### config.mk
export PLATFORM = sky130hd
export DESIGN_NAME = cosim_trace_buffer
export DESIGN_NICKNAME = d
export VERILOG_FILES = /design/src/rtl/cosim_trace_pkg.sv /design/src/rtl/cosim_trace_fifo.sv /design/src/rtl/cosim_trace_buffer.sv
export SDC_FILE = /design/constraint.sdc
export NUM_CORES = 2
export LEC_CHECK = 0
export BUFFER_PORTS_ARGS = -buffer_cell sky130_fd_sc_hd__buf_2
export CAP_MARGIN = 20
export CORE_UTILIZATION = 35
export CTS_CLUSTER_SIZE = 16
export DETAILED_ROUTE_END_ITERATION = 12
export PLACE_DENSITY = 0.47
export SLEW_MARGIN = 20
export SYNTH_ARGS = -nofsm -noshare
export SYNTH_HDL_FRONTEND = slang
export SYNTH_SLANG_ARGS = --single-unit
### constraint.sdc
create_clock -name clock -period 30.6 [get_ports clock]
set_clock_uncertainty 0.15 [all_clocks]
set_input_delay 1.53 -clock clock [delete_from_list [all_inputs] [get_ports clock]]
set_output_delay 1.53 -clock clock [all_outputs]
set_load 0.05 [all_outputs]
### src/rtl/cosim_trace_pkg.sv
`default_nettype none
// ============================================================================
//  Module      : cosim_trace_pkg
//  Description : Shared types and defaults for the co-simulation trace
//                buffer.
//                trace_entry_t holds one committed event as it sits in the
//                FIFO. The XLEN-wide fields are stored at C_MAX_XLEN bits so
//                the struct stays fixed-width. Narrower XLEN values are
//                zero-extended on write and truncated on read.
//  Revision    : 1.0  initial release
// ============================================================================
package cosim_trace_pkg;

  localparam int C_DEFAULT_DEPTH = 8;
  localparam int C_DEFAULT_XLEN  = 64;
  localparam int C_MAX_XLEN      = 64;

  typedef struct packed {
    logic                  valid_insn;
    logic [C_MAX_XLEN-1:0] iaddr;
    logic [31:0]           insn;
    logic                  exception;
    logic                  interrupt;
    logic [C_MAX_XLEN-1:0] cause;
    logic                  has_wdata;
    logic [C_MAX_XLEN-1:0] wdata;
    logic [63:0]           cycle;
  } trace_entry_t;

endpackage : cosim_trace_pkg
`default_nettype wire

### src/rtl/cosim_trace_fifo.sv
`default_nettype none
// ============================================================================
//  Module      : cosim_trace_fifo
//  Description : Entry storage and pointers for the trace buffer.
//                The FIFO has two write ports and one read port.
//                Writing 0, 1 or 2 entries places i_wr_data0 at the write
//                pointer and i_wr_data1 at the slot after it. The caller
//                compacts lanes, so there are never holes.
//                The read side is first-word-fall-through: o_head always
//                shows the oldest entry.
//  Ports       : clock, reset (sync, active-low)
//                i_wr_cnt      entries to write this cycle (0..2)
//                i_wr_data0/1  entries for slot wptr / wptr+1
//                i_rd_en       pop head (caller guarantees non-empty)
//                o_head        oldest entry
//                o_level       occupancy, 0..DEPTH
//  Revision    : 1.0  initial release
// ============================================================================
module cosim_trace_fifo
  import cosim_trace_pkg::*;
#(
  parameter int DEPTH = C_DEFAULT_DEPTH
) (
  input  logic                     clock,
  input  logic                     reset,
  input  logic [1:0]               i_wr_cnt,
  input  trace_entry_t             i_wr_data0,
  input  trace_entry_t             i_wr_data1,
  input  logic                     i_rd_en,
  output trace_entry_t             o_head,
  output logic [$clog2(DEPTH):0]   o_level
);

  localparam int AW = $clog2(DEPTH);
  localparam int LW = AW + 1;

  trace_entry_t   r_mem [DEPTH];
  logic [AW-1:0]  r_wptr;
  logic [AW-1:0]  r_rptr;
  logic [LW-1:0]  r_level;
  logic [AW-1:0]  w_wptr_p1;

  // DEPTH is a power of two, so pointer overflow is the modulo wrap.
  assign w_wptr_p1 = r_wptr + AW'(1);

  // Storage carries no reset. Only the pointers and level decide validity.
  always_ff @(posedge clock) begin
    if (i_wr_cnt != 2'd0) begin
      r_mem[r_wptr] <= i_wr_data0;
    end
    if (i_wr_cnt == 2'd2) begin
      r_mem[w_wptr_p1] <= i_wr_data1;
    end
  end

  always_ff @(posedge clock) begin
    if (!reset) begin
      r_wptr  <= '0;
      r_rptr  <= '0;
      r_level <= '0;
    end else begin
      r_wptr  <= r_wptr + AW'(i_wr_cnt);
      r_rptr  <= r_rptr + AW'(i_rd_en);
      r_level <= r_level + LW'(i_wr_cnt) - LW'(i_rd_en);
    end
  end

  assign o_head  = r_mem[r_rptr];
  assign o_level = r_level;

endmodule : cosim_trace_fifo
`default_nettype wire

### src/rtl/cosim_trace_buffer.sv
`default_nettype none
// ============================================================================
//  Module      : cosim_trace_buffer
//  Description : Buffers the commit trace from a dual-issue core for a
//                co-simulation consumer.
//                - Each lane produces an event when it is valid, takes an
//                  exception, or takes an interrupt.
//                - Events are compacted into the FIFO in program order,
//                  lane 0 first.
//                - Every entry is stamped with a free-running cycle counter.
//                - A cycle whose events do not all fit is dropped as a
//                  whole. The drop sets the sticky overflow flag and adds
//                  the event count to a saturating drop counter.
//  Ports       : clock, reset (sync, active-low)
//                in_{0,1}_*    commit trace lanes, lane 0 older
//                out_ready     consumer pops head
//                out_valid     head entry present
//                out_*         head entry fields, out_cycle = enqueue stamp
//                level         occupancy
//                almost_full   fewer than two free slots
//                overflow      sticky drop flag
//                drop_count    dropped events, saturating at 0xFFFF
//  Revision    : 1.0  initial release
// ============================================================================
module cosim_trace_buffer
  import cosim_trace_pkg::*;
#(
  parameter int DEPTH = C_DEFAULT_DEPTH,
  parameter int XLEN  = C_DEFAULT_XLEN
) (
  input  logic                   clock,
  input  logic                   reset,
  input  logic                   in_0_valid,
  input  logic [XLEN-1:0]        in_0_iaddr,
  input  logic [31:0]            in_0_insn,
  input  logic                   in_0_exception,
  input  logic                   in_0_interrupt,
  input  logic [XLEN-1:0]        in_0_cause,
  input  logic                   in_0_has_wdata,
  input  logic [XLEN-1:0]        in_0_wdata,
  input  logic                   in_1_valid,
  input  logic [XLEN-1:0]        in_1_iaddr,
  input  logic [31:0]            in_1_insn,
  input  logic                   in_1_exception,
  input  logic                   in_1_interrupt,
  input  logic [XLEN-1:0]        in_1_cause,
  input  logic                   in_1_has_wdata,
  input  logic [XLEN-1:0]        in_1_wdata,
  input  logic                   out_ready,
  output logic                   out_valid,
  output logic                   out_valid_insn,
  output logic [XLEN-1:0]        out_iaddr,
  output logic [31:0]            out_insn,
  output logic                   out_exception,
  output logic                   out_interrupt,
  output logic [XLEN-1:0]        out_cause,
  output logic                   out_has_wdata,
  output logic [XLEN-1:0]        out_wdata,
  output logic [63:0]            out_cycle,
  output logic [$clog2(DEPTH):0] level,
  output logic                   almost_full,
  output logic                   overflow,
  output logic [15:0]            drop_count
);

  localparam int LW = $clog2(DEPTH) + 1;

  logic [63:0]   r_cycle;
  logic          r_overflow;
  logic [15:0]   r_drop_count;

  trace_entry_t  w_lane0;
  trace_entry_t  w_lane1;
  trace_entry_t  w_slot0;
  trace_entry_t  w_head;
  logic          w_evt0;
  logic          w_evt1;
  logic [1:0]    w_evt_cnt;
  logic [1:0]    w_enq_cnt;
  logic          w_deq;
  logic          w_drop;
  logic [LW:0]   w_space;
  logic [LW-1:0] w_level;
  logic [16:0]   w_drop_sum;

  // Build the lane entries. Fields are widened to the struct width.
  always_comb begin
    w_lane0            = '0;
    w_lane0.valid_insn = in_0_valid;
    w_lane0.iaddr      = C_MAX_XLEN'(in_0_iaddr);
    w_lane0.insn       = in_0_insn;
    w_lane0.exception  = in_0_exception;
    w_lane0.interrupt  = in_0_interrupt;
    w_lane0.cause      = C_MAX_XLEN'(in_0_cause);
    w_lane0.has_wdata  = in_0_has_wdata;
    w_lane0.wdata      = C_MAX_XLEN'(in_0_wdata);
    w_lane0.cycle      = r_cycle;

    w_lane1            = '0;
    w_lane1.valid_insn = in_1_valid;
    w_lane1.iaddr      = C_MAX_XLEN'(in_1_iaddr);
    w_lane1.insn       = in_1_insn;
    w_lane1.exception  = in_1_exception;
    w_lane1.interrupt  = in_1_interrupt;
    w_lane1.cause      = C_MAX_XLEN'(in_1_cause);
    w_lane1.has_wdata  = in_1_has_wdata;
    w_lane1.wdata      = C_MAX_XLEN'(in_1_wdata);
    w_lane1.cycle      = r_cycle;
  end

  assign w_evt0    = in_0_valid | in_0_exception | in_0_interrupt;
  assign w_evt1    = in_1_valid | in_1_exception | in_1_interrupt;
  assign w_evt_cnt = {1'b0, w_evt0} + {1'b0, w_evt1};

  // Compaction: a lone lane-1 event moves into the first write slot.
  // The second slot is only written when both lanes fire, so it is
  // always lane 1.
  assign w_slot0 = w_evt0 ? w_lane0 : w_lane1;

  assign out_valid = (w_level != '0);
  assign w_deq     = out_valid & out_ready;

  // A pop in the same cycle frees one more slot for this cycle's writes.
  // This lets a dual write at DEPTH-1 succeed together with a pop.
  assign w_space   = (LW+1)'(DEPTH) - {1'b0, w_level} + (LW+1)'(w_deq);
  assign w_drop    = ((LW+1)'(w_evt_cnt) > w_space);
  assign w_enq_cnt = w_drop ? 2'd0 : w_evt_cnt;

  assign w_drop_sum = {1'b0, r_drop_count} + 17'(w_evt_cnt);

  always_ff @(posedge clock) begin
    if (!reset) begin
      r_cycle      <= '0;
      r_overflow   <= 1'b0;
      r_drop_count <= '0;
    end else begin
      r_cycle <= r_cycle + 64'd1;
      if (w_drop) begin
        r_overflow   <= 1'b1;
        r_drop_count <= w_drop_sum[16] ? 16'hFFFF : w_drop_sum[15:0];
      end
    end
  end

  cosim_trace_fifo #(
    .DEPTH      (DEPTH)
  ) u_fifo (
    .clock      (clock),
    .reset      (reset),
    .i_wr_cnt   (w_enq_cnt),
    .i_wr_data0 (w_slot0),
    .i_wr_data1 (w_lane1),
    .i_rd_en    (w_deq),
    .o_head     (w_head),
    .o_level    (w_level)
  );

  assign out_valid_insn = w_head.valid_insn;
  assign out_iaddr      = w_head.iaddr[XLEN-1:0];
  assign out_insn       = w_head.insn;
  assign out_exception  = w_head.exception;
  assign out_interrupt  = w_head.interrupt;
  assign out_cause      = w_head.cause[XLEN-1:0];
  assign out_has_wdata  = w_head.has_wdata;
  assign out_wdata      = w_head.wdata[XLEN-1:0];
  assign out_cycle      = w_head.cycle;

  assign level       = w_level;
  assign almost_full = ((LW+1)'(DEPTH) - {1'b0, w_level}) < (LW+1)'(2);
  assign overflow    = r_overflow;
  assign drop_count  = r_drop_count;

endmodule : cosim_trace_buffer
`default_nettype wire

# [After elaboration in Yosys (flattened, before gate mapping)]
# Memory sizes are Yosys's and may differ from the RTL's. A register that Yosys moved wholly into a read port is not among the register bits.
# Index checks and enable logic that the tools add are counted.
[word_totals] ff_bits=91 mem_bits_rw=2336 elab_cells=35 n_memories=1
[mem_list] name="u_fifo.r_mem" depth=8 width=292 rd=1 rd_clocked_by_memory_dff=1 wr=2 line="cosim_trace_fifo.sv:37" source="trace_entry_t r_mem [DEPTH];"
[classes] add_sub_neg=10 order_cmp=2 n_eq_ne=1 muxes=8 bitwise=5 reduce_logical=2
[ops] operator="2-to-1 mux 292 bit" n=1
[ops] operator="adder 64 x 1 -> 64 bit (second input constant)" n=1
[ops] operator="adder 16 x 2 -> 17 bit" n=1
[ops] operator="2-to-1 mux 16 bit" n=1
[ops] operator="adder 5 x 1 -> 5 bit" n=1
[ops] operator="greater-than comparator 2 x 5 -> 1 bit" n=1
[ops] operator="< comparator 5 x 2 -> 1 bit (second input constant)" n=1
[ops] operator="subtractor 4 x 4 -> 5 bit (first input constant)" n=1
[ops] operator="adder 4 x 2 -> 4 bit" n=1
[ops] operator="2-to-1 mux 1 bit" n=4
[ops] operator="bitwise OR 1 bit" n=4
[ops] operator="nonzero test 4 bit" n=1
[ops] operator="subtractor 4 x 1 -> 4 bit" n=1
[ops] operator="adder 3 x 1 -> 3 bit" n=1
[ops] operator="adder 3 x 1 -> 3 bit (second input constant)" n=1
[ops] operator="adder 3 x 2 -> 3 bit" n=1
[ops] operator="2-to-1 mux 3 bit" n=1
[ops] operator="adder 1 x 1 -> 2 bit" n=1
[ops] operator="equality test 2 bit (second input constant)" n=1
[ops] operator="2-to-1 mux 2 bit" n=1
[ops] operator="nonzero test 2 bit" n=1
[ops] operator="AND 1 bit" n=1

# [Longest topological paths before layout]
[logic_depth] depth_word=8 depth_mapped=20

# [Hierarchy]
# From an unflattened synthesis, not the netlist that was laid out.
[unflattened] cells_unflattened=7258 hier_area_um2=122412.4
[by_module_without_submodules] module="cosim_trace_fifo" instances=1 cells_each=6045 area_each_um2=115640.9 seq_area_each_um2=70347.5
[by_module_without_submodules] module="cosim_trace_buffer" instances=1 cells_each=1213 area_each_um2=6771.5 seq_area_each_um2=1621.6

# [Least setup slack after synthesis]
# OpenSTA, ideal clock, no wires.
[synth_path] path_kind="in2reg" start="input in_0_exception" end="memory u_fifo.r_mem[0][0] (netlist bit) (enable)" setup_time_ns=1.378 t_arrival_ns=25.165 required_ns=29.072 slack_ns=3.907 stages=11 n_path_buf=3 path_cell_list="clkbuf_1 > nor3_1 > inv_1 > ha_1 > ha_1 > nor2b_1 > o21ai_0 > clkbuf_1 > nor2_1 > buf_2 > a211oi_1"
[synth_lines] item="start: declaration" line="cosim_trace_buffer.sv:36" source="input logic in_0_exception,"
[synth_lines] item="end: declaration" line="cosim_trace_fifo.sv:37"

==> report_table.html <==
<table>
<tr><th>Metric</th><th>Value</th></tr>
<tr><th colspan="2">Synth</th></tr>
<tr><td>Number of synthesized register bits</td><td>between 2000 and 2500</td></tr>
<tr><td>Dominant synthesized flop cell</td><td>sky130_fd_sc_hd__edfxtp_1</td></tr>
<tr><td>Share of synthesized cell area in and, or, nand and nor gates</td><td>0.01285</td></tr>
<tr><td>Post-Synth XOR/XNOR Area</td><td>0.002524</td></tr>
<tr><td>Multiplexer share of the synthesized area</td><td>0.3259</td></tr>
<tr><td>Library cells used by synthesis</td><td>between 50 and 60</td></tr>
<tr><td>Fraction of synthesis flops using an asynchronous set or reset pin</td><td>0</td></tr>
<tr><td>Number of enable flip-flop cells after synthesis</td><td>between 2000 and 2500</td></tr>
<tr><td>Share of the synthesized area in compound gates (AO/OA/AOI/OAI)</td><td>0.01010</td></tr>
<tr><td>Fraction of synthesized cell area taken by the top area cell type</td><td>0.6125</td></tr>
<tr><td>Top cells by area, synth</td><td>sky130_fd_sc_hd__edfxtp_1, sky130_fd_sc_hd__mux2_2, sky130_fd_sc_hd__mux4_2</td></tr>
<tr><td>Synthesized area divided by synthesized cell count</td><td>around 19 um^2</td></tr>
<tr><td>Number of instances in the synthesized netlist</td><td>6036</td></tr>
<tr><td>Number of nets produced by synthesis</td><td>roughly 6500</td></tr>
<tr><td>Adder-Cell Fraction of Synth Area</td><td>0.002710</td></tr>
<tr><td>Yosys warning count</td><td>0</td></tr>
<tr><td>Part of the Yosys area used for sequential elements</td><td>0.6284</td></tr>
<tr><td>Post-synth design cell area</td><td>around 0.11 mm^2</td></tr>
<tr><td>Main combinational cell family by area after synthesis</td><td>multiplexers</td></tr>
<tr><td>Area leader, netlist</td><td>sky130_fd_sc_hd__edfxtp_1</td></tr>
<tr><th colspan="2">STA</th></tr>
<tr><td>Final period util</td><td>0.2628</td></tr>
<tr><td>Worst Hold Margin</td><td>0.3673 ns</td></tr>
<tr><td>Pins over their slew limit</td><td>0</td></tr>
<tr><td>Slew at the pin closest to its max-slew limit</td><td>between 1 and 1.5 ns</td></tr>
<tr><td>Slew margin rel.</td><td>0.2154</td></tr>
<tr><td>F_max</td><td>124.4 MHz</td></tr>
<tr><td>Final Hold Fails</td><td>0</td></tr>
<tr><td>Setup repair after global routing missed its margin</td><td>no</td></tr>
<tr><td>Minimum clock period after layout</td><td>8.041 ns</td></tr>
<tr><td>Final sum of negative setup slack</td><td>0 ns</td></tr>
<tr><td>Count of final setup violators</td><td>0</td></tr>
<tr><th colspan="2">Detailed routing</th></tr>
<tr><td>Total via count after detailed routing</td><td>slightly above 60000</td></tr>
<tr><td>Number of optimization iterations in the first detailed-route pass</td><td>5</td></tr>
<tr><td>Final Routed Wirelength</td><td>352800 um</td></tr>
<tr><td>Violation count after the first detailed-routing iteration</td><td>between 4000 and 5000</td></tr>
<tr><td>Routed wirelength normalized by instance count</td><td>roughly 31 um</td></tr>
<tr><td>Detail-routed via count per cell</td><td>about 5.4</td></tr>
<tr><td>DRC violation count after routing</td><td>0</td></tr>
<tr><td>Antenna violation net count after detailed routing</td><td>0</td></tr>
<tr><th colspan="2">Setup path</th></tr>
<tr><td>Largest fanout on the critical path</td><td>46</td></tr>
<tr><td>Critical Path Source Type</td><td>flip-flop</td></tr>
<tr><td>Crit path kind</td><td>flip-flop to output pin</td></tr>
<tr><td>Type of destination of the critical path</td><td>output pin</td></tr>
<tr><td>Data required time of the critical path</td><td>~29 ns</td></tr>
<tr><td>Crit path DAT</td><td>roughly 6.4 ns</td></tr>
<tr><th colspan="2">Run status</th></tr>
<tr><td>Status</td><td>complete, no violations</td></tr>
<tr><th colspan="2">Clocking</th></tr>
<tr><td>TritonCTS clock tree</td><td>done</td></tr>
<tr><td>Clock-pin slew on the worst setup and hold paths</td><td>around 0.06 ns</td></tr>
<tr><td>Total number of H-tree levels</td><td>5</td></tr>
<tr><td>TritonCTS Sinks</td><td>2427</td></tr>
<tr><td>Buffers from clock root to sink, at most</td><td>4</td></tr>
<tr><td>Setup Fix Bufs, Post-CTS</td><td>0</td></tr>
<tr><td>Number of gates resized after cts</td><td>0</td></tr>
<tr><td>Clock network latency to the later pin of the worst-skew pair</td><td>0.90 ns</td></tr>
<tr><td>TritonCTS buffer count</td><td>between 200 and 300</td></tr>
<tr><td>Post-CTS Hold Buffers</td><td>0</td></tr>
<tr><td>CTS Root Buffer Type</td><td>sky130_fd_sc_hd__clkbuf_16</td></tr>
<tr><th colspan="2">Pwr</th></tr>
<tr><td>Switching power total</td><td>between 0.006 and 0.007 W</td></tr>
<tr><td>Combinational share of power</td><td>0.426</td></tr>
<tr><td>P per Cell Area</td><td>119.2 mW/mm^2</td></tr>
<tr><td>Int Pwr</td><td>0.009599 W</td></tr>
<tr><td>Sw frac</td><td>0.3915</td></tr>
<tr><td>VDD IR max</td><td>approximately 0.15 mV</td></tr>
<tr><td>Clk pwr share</td><td>0.211</td></tr>
<tr><td>Relative contribution of sequential cells to total power</td><td>0.363</td></tr>
<tr><td>LEAKAGE</td><td>approximately 43 nW</td></tr>
<tr><th colspan="2">Floorplan</th></tr>
<tr><td>Die X-Extent</td><td>between 500 and 600 um</td></tr>
<tr><td>I/O pin total</td><td>approximately 770</td></tr>
<tr><td>Placement row count</td><td>209</td></tr>
<tr><td>Initial core utilization</td><td>0.3526</td></tr>
<tr><td>Placeable core region</td><td>about 0.32 mm^2</td></tr>
<tr><td>Chip height</td><td>~570 um</td></tr>
<tr><td>Full die area</td><td>~0.33 mm^2</td></tr>
<tr><th colspan="2">GRT</th></tr>
<tr><td>Grt total ovfl</td><td>0</td></tr>
<tr><td>Global-route wire length before repair</td><td>roughly 500000 um</td></tr>
<tr><td>Number of global-route vias before repair</td><td>between 60000 and 70000</td></tr>
<tr><td>Antenna violations before repair</td><td>202</td></tr>
<tr><td>GRT Util Overall</td><td>0.2101</td></tr>
<tr><td>Pin count of the biggest net entering global routing</td><td>121</td></tr>
<tr><th colspan="2">Finish</th></tr>
<tr><td>Layout overhead on the synthesized area</td><td>15.55%</td></tr>
<tr><td>Share of post-route cells with drive strength above 1</td><td>0.5669</td></tr>
<tr><td>Share of the core filled with cells in the final layout</td><td>0.4074</td></tr>
<tr><td>Final layout net count</td><td>roughly 7300</td></tr>
<tr><th colspan="2">Place</th></tr>
<tr><td>Final HPWL from detailed placement</td><td>between 150000 and 200000 um</td></tr>
<tr><td>Weighted congestion at the end of routability-driven global placement</td><td>between 0.7 and 0.8</td></tr>
<tr><td>Quantity of I/O buffers inserted on ports</td><td>~770</td></tr>
<tr><th colspan="2">Job</th></tr>
<tr><td># Max-Cap Violations</td><td>0</td></tr>
<tr><th colspan="2">Min path</th></tr>
<tr><td>Min-Delay Path Class</td><td>flip-flop to flip-flop</td></tr>
</table>
==> critical path, stage by stage, from the launching register on <==
cell	delay (ns)
sky130_fd_sc_hd__dfxtp_4	0.92
sky130_fd_sc_hd__buf_4	0.90
sky130_fd_sc_hd__buf_4	0.77
sky130_fd_sc_hd__buf_4	0.80
sky130_fd_sc_hd__buf_4	0.73
sky130_fd_sc_hd__mux4_2	0.62
sky130_fd_sc_hd__mux2_2	0.28
sky130_fd_sc_hd__buf_2	0.23
==> path summary, 6_finish.rpt <==
kind | start | endpoint | slack, ns | cells after the start
worst max-delay path | u_fifo.r_rptr[0] | out_cause[17] | 22.56 | 7
worst min-delay path | drop_count[8] | drop_count[10] | 0.37 | 2
worst max register to register | u_fifo.o_level[0] | u_fifo.r_mem[0][152] | 24.16 | 15
worst min register to register | drop_count[8] | drop_count[10] | 0.37 | 2
==> state kept, by name, summed over array words and instances (netlist names) <==
signal	flops
u_fifo.o_level	4
u_fifo.r_mem	2336
r_cycle	64
u_fifo.r_rptr	3
u_fifo.r_wptr	3
drop_count	16
overflow	1
==> Yosys cell counts (25+ instances only) <==
| master | count |
|---|---|
| sky130_fd_sc_hd__nand2_1 | 33 |
| sky130_fd_sc_hd__nand4_1 | 26 |
| sky130_fd_sc_hd__or4_1 | 26 |
| sky130_fd_sc_hd__edfxtp_1 | 2336 |
| sky130_fd_sc_hd__buf_1 | 81 |
| sky130_fd_sc_hd__dfxtp_1 | 91 |
| sky130_fd_sc_hd__nand3_1 | 30 |
| sky130_fd_sc_hd__mux2_2 | 1960 |
| sky130_fd_sc_hd__a21oi_1 | 47 |
| sky130_fd_sc_hd__nor2_1 | 58 |
| sky130_fd_sc_hd__inv_1 | 25 |
| sky130_fd_sc_hd__mux2_4 | 140 |
| sky130_fd_sc_hd__mux4_2 | 584 |
| sky130_fd_sc_hd__o21ai_0 | 27 |
| sky130_fd_sc_hd__buf_2 | 184 |
| sky130_fd_sc_hd__clkbuf_1 | 120 |
==> per-layer routing <==
metal	global-route usage	wire, um
met5	0	925
met4	0.06534	11150
met2	0.3446	168100
met3	0.06048	25040
met1	0.2679	147500
==> cells in the final DEF, fill, tap and decap left out, drive strengths merged, types with 14 or more instances in the layout <==
| cell type | n |
|---|---|
| nand2 | 34 |
| nor3 | 18 |
| ha | 20 |
| clkbuf | 368 |
| mux4 | 584 |
| nand3 | 30 |
| nand4 | 26 |
| clkinv | 131 |
| o31ai | 22 |
| and4 | 14 |
| inv | 42 |
| buf | 877 |
| a22o | 16 |
| nor2 | 58 |
| o21ai | 27 |
| or4 | 26 |
| edfxtp | 2336 |
| diode | 56 |
| xnor2 | 22 |
| mux2 | 2100 |
| or3 | 17 |
| a21oi | 47 |
| dfxtp | 91 |
==> kinds of logic after synthesis <==
group,Yosys count
AOI/OAI and AO/OA,169
xor gates and xnor gates,33
adders and majority gates,23
buffers and inverters,431
DFF,2427
muxes,2684
and+or+nand+nor,269
==> final cells by class <==
class,count,area (um^2)
flip-flops and latches,2427,71980
repair buffers,877,4969
clock inverters,164,1185
inverters,26,98.84
multi-input cells,3178,40730
diodes,56,140.1
well taps,4325,5411
fillers,29570,192500
clock buffers,368,7811
==> through the flow <==
step | worst slack [ns] | cell area [um^2] | power (W) | std cells
final | 22.56 | 132300 | 0.01577 | 11420
after detailed placement | 22.89 | 123100 | 0.01268 | 10830
after global placement | 22.72 | 123100 | 0.01261 | 10830
after floorplan | 3.907 | 114500 | 0.01133 | 6036
after global routing | 21.92 | 132200 | 0.01646 | 11390
after CTS | 22.11 | 132100 | 0.01606 | 11360
==> power groups by stage <==
stage / combinational (W) / sequential [W] / clock (W)
finish: 0.00672 / 0.00573 / 0.00333
global route: 0.00709 / 0.00584 / 0.00354
CTS: 0.00690 / 0.00574 / 0.00342
detailed placement: 0.00687 / 0.00580 / 0
global placement: 0.00685 / 0.00576 / 0
floorplan: 0.00452 / 0.00681 / 0
Power figures use the tool's default switching activity.
